[config.mk]
export PLATFORM = sky130hd
export DESIGN_NAME = if_id_stage
export DESIGN_NICKNAME = d
export VERILOG_FILES = /design/src/rtl/if_id_stage.sv
export SDC_FILE = /design/constraint.sdc
export NUM_CORES = 1
export LEC_CHECK = 0
export CORE_MARGIN = 5
export CORE_UTILIZATION = 35
export DETAILED_ROUTE_END_ITERATION = 10
export SLEW_MARGIN = 10
export SYNTH_ARGS = -nofsm -noshare
export SYNTH_HDL_FRONTEND = slang
export SYNTH_SLANG_ARGS = --single-unit
[constraint.sdc]
create_clock -name clk -period 4.8 [get_ports clk]
set_clock_uncertainty 0.15 [all_clocks]
set_input_delay 1.2 -clock clk [delete_from_list [all_inputs] [get_ports clk]]
set_output_delay 1.2 -clock clk [all_outputs]
set_load 0.005 [all_outputs]
[src/rtl/if_id_stage.sv]
// ---------------------------------------------------------------------------
// if_id_stage
//
// Fetch-to-decode pipeline register with a one-entry skid buffer.
//
// The stage holds up to two instructions: MAIN, the one currently presented
// to decode, and SKID, which catches a fetch that was accepted in the same
// cycle decode stalled. Because in_ready is decoded purely from the
// registered state, there is no combinational path from stall to in_ready.
//
// Ports
//   clk            rising-edge clock
//   reset          asynchronous, active-high reset
//   in_valid       fetch presents an instruction
//   in_inst        fetched instruction  [INST_W-1:0]
//   in_pc          its program counter  [PC_W-1:0]
//   in_take        predicted-taken flag
//   in_ready       stage can accept an instruction this cycle
//   stall          decode cannot consume this cycle
//   flush          redirect: kill every held instruction
//   out_valid      an instruction is presented to decode
//   out_inst       presented instruction, NOP_INST when none
//   out_pc         presented PC, holds its last value when none
//   out_take       presented predicted-taken flag, 0 when none
//
// Optional build macro IF_ID_STAGE_PERF_EN adds two saturating counters:
//   stall_cycles   cycles with out_valid & stall
//   flush_count    cycles with flush asserted
// ---------------------------------------------------------------------------
module if_id_stage #(
   parameter int                INST_W   = 32,
   parameter int                PC_W     = 32,
   parameter logic [INST_W-1:0] NOP_INST = 32'h00000013
) (
   input  logic              clk,
   input  logic              reset,
   input  logic              in_valid,
   input  logic [INST_W-1:0] in_inst,
   input  logic [PC_W-1:0]   in_pc,
   input  logic              in_take,
   output logic              in_ready,
   input  logic              stall,
   input  logic              flush,
   output logic              out_valid,
   output logic [INST_W-1:0] out_inst,
   output logic [PC_W-1:0]   out_pc,
   output logic              out_take
`ifdef IF_ID_STAGE_PERF_EN
   ,
   output logic [31:0]       stall_cycles,
   output logic [31:0]       flush_count
`endif
);

   // ------------------------------------------------------------------
   // Occupancy state
   // ------------------------------------------------------------------
   typedef enum logic [1:0] {
      ST_EMPTY = 2'd0,   // nothing held
      ST_ONE   = 2'd1,   // MAIN only
      ST_TWO   = 2'd2    // MAIN + SKID
   } state_t;

   state_t state_reg;
   state_t state_next;

   // Held entries
   logic [INST_W-1:0] main_inst_reg;
   logic [PC_W-1:0]   main_pc_reg;
   logic              main_take_reg;
   logic [INST_W-1:0] skid_inst_reg;
   logic [PC_W-1:0]   skid_pc_reg;
   logic              skid_take_reg;

   // Handshakes
   logic in_fire;
   logic out_fire;

   // Data-path load controls produced by the next-state logic
   logic load_main_in;     // MAIN <= incoming instruction
   logic load_main_skid;   // MAIN <= SKID (skid drains into presentation slot)
   logic load_skid;        // SKID <= incoming instruction

   // ------------------------------------------------------------------
   // Registered-state decodes
   // ------------------------------------------------------------------
   assign in_ready  = (state_reg != ST_TWO);
   assign out_valid = (state_reg != ST_EMPTY);

   assign in_fire   = in_valid & in_ready;
   assign out_fire  = out_valid & ~stall;

   // ------------------------------------------------------------------
   // State register
   // ------------------------------------------------------------------
   always_ff @(posedge clk or posedge reset) begin
      if (reset) begin
         state_reg <= ST_EMPTY;
      end else begin
         state_reg <= state_next;
      end
   end

   // ------------------------------------------------------------------
   // Next-state and load-control logic
   // ------------------------------------------------------------------
   always_comb begin
      state_next     = state_reg;
      load_main_in   = 1'b0;
      load_main_skid = 1'b0;
      load_skid      = 1'b0;

      if (flush) begin
         // Redirect wins over everything; an instruction accepted in the
         // same cycle is dropped along with whatever was held.
         state_next = ST_EMPTY;
      end else begin
         case (state_reg)
            ST_EMPTY: begin
               // stall has no meaning with nothing to present
               if (in_fire) begin
                  load_main_in = 1'b1;
                  state_next   = ST_ONE;
               end
            end

            ST_ONE: begin
               if (out_fire) begin
                  // MAIN is consumed; refill it directly or go empty
                  if (in_fire) begin
                     load_main_in = 1'b1;
                     state_next   = ST_ONE;
                  end else begin
                     state_next   = ST_EMPTY;
                  end
               end else if (in_fire) begin
                  // Decode stalled but fetch delivered: park it in SKID
                  load_skid  = 1'b1;
                  state_next = ST_TWO;
               end
            end

            ST_TWO: begin
               // in_ready is low here, so only the drain can happen
               if (out_fire) begin
                  load_main_skid = 1'b1;
                  state_next     = ST_ONE;
               end
            end

            default: begin
               state_next = ST_EMPTY;
            end
         endcase
      end
   end

   // ------------------------------------------------------------------
   // Entry registers
   // ------------------------------------------------------------------
   // MAIN is not cleared on flush so that out_pc keeps its last value
   // while the stage is empty; only reset returns it to zero.
   always_ff @(posedge clk or posedge reset) begin
      if (reset) begin
         main_inst_reg <= NOP_INST;
         main_pc_reg   <= '0;
         main_take_reg <= 1'b0;
      end else if (load_main_in) begin
         main_inst_reg <= in_inst;
         main_pc_reg   <= in_pc;
         main_take_reg <= in_take;
      end else if (load_main_skid) begin
         main_inst_reg <= skid_inst_reg;
         main_pc_reg   <= skid_pc_reg;
         main_take_reg <= skid_take_reg;
      end
   end

   always_ff @(posedge clk or posedge reset) begin
      if (reset) begin
         skid_inst_reg <= NOP_INST;
         skid_pc_reg   <= '0;
         skid_take_reg <= 1'b0;
      end else if (load_skid) begin
         skid_inst_reg <= in_inst;
         skid_pc_reg   <= in_pc;
         skid_take_reg <= in_take;
      end
   end

   // ------------------------------------------------------------------
   // Outputs to decode
   // ------------------------------------------------------------------
   // Bubble encoding and a cleared take flag whenever nothing is held;
   // this also covers the cycle after a flush.
   assign out_inst = out_valid ? main_inst_reg : NOP_INST;
   assign out_take = out_valid & main_take_reg;
   assign out_pc   = main_pc_reg;

`ifdef IF_ID_STAGE_PERF_EN
   // ------------------------------------------------------------------
   // Performance counters (saturating)
   // ------------------------------------------------------------------
   logic [31:0] stall_cycles_reg;
   logic [31:0] flush_count_reg;

   always_ff @(posedge clk or posedge reset) begin
      if (reset) begin
         stall_cycles_reg <= '0;
      end else if (out_valid && stall && (stall_cycles_reg != 32'hFFFF_FFFF)) begin
         stall_cycles_reg <= stall_cycles_reg + 32'd1;
      end
   end

   always_ff @(posedge clk or posedge reset) begin
      if (reset) begin
         flush_count_reg <= '0;
      end else if (flush && (flush_count_reg != 32'hFFFF_FFFF)) begin
         flush_count_reg <= flush_count_reg + 32'd1;
      end
   end

   assign stall_cycles = stall_cycles_reg;
   assign flush_count  = flush_count_reg;
`endif

endmodule

-- After elaboration in Yosys (flattened, before gate mapping)
Cells that the tools add are included.
- flip-flop bits (word level): 132
- input port bits: 70
- output and inout bits: 67
- word-level logic and storage cells: 45
- eq/ne operators: 6
- reduce and logical (&&, ||, !) cells: 4
- muxes and demuxes: 24
- bitwise operators: 4
- operators by type and width (operator ; number):
    $mux 32 ; 5
    $mux 1 ; 12
    $mux 2 ; 5
    $ne 3x3->1 const B ; 2
    $pmux 2 s3 ; 1
    $ne 4x4->1 const B ; 1
    $reduce_bool 2->1 ; 2
    $and 1x1->1 ; 3
    $reduce_and 3->1 ; 1
    $eq 2x1->1 const B ; 1
    $eq 2x2->1 const B ; 1
    $logic_not 2->1 ; 1
    $ne 2x2->1 const B ; 1
    $pmux 1 s2 ; 1
    $not 1->1 ; 1

-- Logic depth before layout (Yosys ltp)
- depth after elaboration: 7
- depth in mapped cells: 7

-- Least setup slack after synthesis
OpenSTA, ideal clock, no wires.
- path kind: input -> register
- from: in stall
- to: reg main_pc_reg[10], in the netlist out_pc[10]
- path slack: 1972 ps
- arrival time: 2553 ps
- required time: 4525 ps
- stages: 7
- setup time: 125 ps
- buffers on the path: 3
- cells stage by stage: nand2_1 > or3b_1 > clkbuf_1 > buf_6 > buf_6 > mux2_4 > mux2_4
- longest elaborated chain between the ends: 6
- elaborated cells on any way between the ends: 10
- those cells by class: mux: 7; bitwise: 2; reduce/logical: 1
- ends and longest elaborated chain (item ; line ; source):
    start, declared ; 42 ; input logic stall,
    $not 1->1 (*) ; 91 ; assign out_fire = out_valid & ~stall;
    $and 1x1->1 (*) ; 91 ;
    $mux 1 (on tied branches) ; 128, 145 ;
    $pmux 1 s2 or $mux 1 (tied branches) ; 118 ; case (state_reg)
    $mux 1 ; 113 ; if (flush) begin
    $mux 32 or $reduce_bool 2->1 (tied branches) ; n/a ;
    end signal, assigned ; 170 ; main_pc_reg <= in_pc;
    end signal, assigned ; 174 ; main_pc_reg <= skid_pc_reg;
    end, declared ; 69 ; logic [PC_W-1:0] main_pc_reg;
Every way passes the cells marked *; elsewhere a longest branch is shown, timed or not.
A chain may end at the register's enable or synchronous reset.

-- Final worst setup path
- from: reg state_reg[0]
- to: out out_inst[14]
- longest elaborated chain between the ends: 2
- ends and longest elaborated chain (item ; line ; source):
    start, declared ; 64 ; state_t state_reg;
    start signal, assigned ; 100 ; state_reg <= state_next;
    $reduce_bool 2->1 ; 88 ; assign out_valid = (state_reg != ST_EMPTY);
    $mux 32 ; 196 ; assign out_inst = out_valid ? main_inst_reg : NOP_INST;
    end, declared ; 45 ; output logic [INST_W-1:0] out_inst,
Every way passes these cells.

==> results by group <==
Outcome
  – Status: finished clean

Worst setup path
  – Worst setup SP type: flop
  – Crit end category: output port
  – Req. time, crit path: 3.45 ns
  – CP Class: flop to output port
  – R2R cell count: 5
  – Worst path max stage delay: 0.62 ns
  – Slowest CP cell: nor2_2
  – Launch point of the worst reg-to-reg path: state_reg[0]$_DFFE_PP0P_
  – Crit-path max FO: 19
  – Worst Setup SP: state_reg[0]$_DFFE_PP0P_
  – RR Endpoint: out_pc[7]$_DFFE_PP0P_
  – Worst Path Buf+Inv: 2
  – Crit-path leading delay family: buffers and inverters
  – Crit-path cells: nor2_2, buf_4, nor2b_1, clkdlybuf4s50_1
  – Reg2Reg Setup Slack: 2.31 ns
  – WP data arrival: 2.39 ns

Min path
  – Worst Hold Class: flop to flop
  – Hold Startpoint: main_inst_reg[3]$_DFFE_PP0P_
  – Endpoint, Worst Hold: main_inst_reg[3]$_DFFE_PP0P_
  – WHS Path Cells: 1

Yosys
  – Asr flop ratio synth: 100.0%
  – Seq/Total Area, Yosys: 53.92%
  – Mapped Nets: 476
  – Share of the synthesized area in the top cell type: 51.36%
  – Library cells used by synthesis: 22
  – Largest cells by area after synthesis: dfrtp_1 51%, mux2_2 27%, mux2_4 11%
  – Top cells by count, synth: 145 x mux2_2, 126 x dfrtp_1, 46 x mux2_4
  – Mapped Area: 0.006140 sq mm
  – Top-count cell post-synth: mux2_2
  – Yosys top cell by area: dfrtp_1
  – Most used DFF post-synth: dfrtp_1
  – EDFF count, synth: 0
  – Synthesized instance count: 406
  – Yosys reg bits: 132
  – Synth Area per Inst: 15.12 sq um
  – Yosys warnings: 0

Route
  – WL/cell: 17.22 um
  – DR iter-0 viols: 108
  – DRT Pass-1 Iters: 4
  – Post-route ant nets: 0
  – DR vias: 3671
  – Drt drc: 0
  – DR vias/cell: 4.706
  – Detailed Route WL: 13430 um

STA
  – Top achievable clock speed: 0.2674 GHz
  – Crit share post-route: 77.90%
  – Setup TNS: 0 ns
  – Hold Vio Cnt, Final: 0
  – Setup slack after layout: 1.061 ns
  – Worst-Margin Slew: 1.017 ns
  – Setup Viol. Count Final: 0
  – Rel. slew slack: 32.20%
  – RSZ-0062 raised after global routing: no
  – Final Critical Period: 3.739 ns
  – Max Transition Viols Final: 0

GRT
  – Vias in the first global route: 4219
  – Largest net degree at the start of global routing: 79
  – First-pass GRT wire length: 22010 um
  – Tot GR Track Use: 13.85%
  – Initial antenna violation count: 0
  – Gr ovfl total: 0

Clocking
  – Cts repair resizes: 0
  – Clock-pin slew on the worst setup and hold paths: 0.05 ns
  – Clk sinks: 132
  – Clock root cell: clkbuf_16
  – Worst skew pair latency: 0.40 ns
  – CTS tree: built
  – # hold bufs at CTS: 0
  – Maximum root-to-sink buffer count: 2
  – H-tree levels: 4
  – Setup bufs post-CTS: 0
  – TritonCTS Buffers: 17

Layout
  – Diodes inserted: 0
  – Area growth from synthesis to layout: 34.93%
  – Layout cells sized above 1: 43.42%
  – Final #Nets: 615

Placement
  – HPWL Detailed: 8930 um
  – Port bufs: 136
  – Place WS: 0.9042 ns
  – Placer Congestion: 0.7062

Floorplanning
  – Num rows: 48
  – DIE HEIGHT: 142.4 um
  – Core area: 0.01724 sq mm
  – Die area: 0.02029 sq mm
  – Die span in x: 142.4 um
  – Starting Density: 35.62%
  – IO Pins: 137

Power
  – Lkg Pwr: 3.548 nW
  – Peak VDD IR: 0.2308 mV
  – Pwr Density: 481.9 mW/mm^2
  – Pwr Total: 3.992 mW

Flow run
  – Max Cap Viol: 0
## cell families (layout without fill, tap and decap cells)
logic type             count (synthesis)  count (layout)  synth area share [%]
muxes                                194             194                 38.33
buffers and inverters                 27             176                 2.425
and+or+nand+nor                       47              47                 4.687
DFF                                  132             132                 53.92
AOI/OAI and AO/OA                      6               6                0.6318
## worst max-delay path by stage
stage / slack (ns) / cells past startpoint / to
finish: 1.06 / 4 / out_inst[14]
global route: 0.84 / 4 / out_inst[11]
CTS: 0.96 / 4 / out_inst[14]
detailed placement: 0.90 / 6 / out_pc[7]$_DFFE_PP0P_
global placement: 0.99 / 6 / out_pc[6]$_DFFE_PP0P_
floorplan: 1.82 / 1 / main_inst_reg[10]$_DFFE_PP0P_
## area by class of cell
class,count,area [sq um]
fillers,1486,8952
flip-flops and latches,132,3311
multi-input cells,247,2698
repair buffers,144,1446
clock buffers,23,478.0
well taps,225,281.5
clock inverters,6,55.05
inverters,3,15.01
## cell usage in the layout, fill, tap and decap left out, types with 2 or more instances in the layout
cell and count:
buf_4 6, clkbuf_1 3, clkdlybuf4s50_1 136, a21oi_1 3
or2_2 4, dfrtp_1 126, nand2b_1 3, nor2_1 3
clkinv_2 5, buf_12 2, dfstp_2 6, clkbuf_8 3
clkbuf_16 17, mux2i_1 3, inv_1 2, mux2_4 46
nor2b_1 30, mux2_2 145
## per-layer routing
metal	GRT usage [%]	part of all wire, %	vias up
met3	4.032	4.1	14
met5	0	0	-
met2	23.15	51	75
li1	-	-	1703
met4	5.003	1.7	0
met1	17.06	43	1879
## through the flow
stage	util, %	std cells	hold WS, ns	cell area, sq um
after floorplan	-	406	0.3227	6143
after detailed placement	44.97	751	0.3378	7751
after CTS	48.06	780	0.3501	8284
after global routing	48.06	780	0.3624	8284
after global placement	44.97	751	0.3325	7751
final	48.06	780	0.3452	8284
## report_power, final
part,leakage [nW],switching (mW),internal [mW]
Sequential,1.60,0.189,1.50
Combinational,1.67,0.316,0.812
Clock,0.268,0.432,0.739
Total,3.55,0.938,3.05
Note: power is estimated with default switching activity, not from simulation.
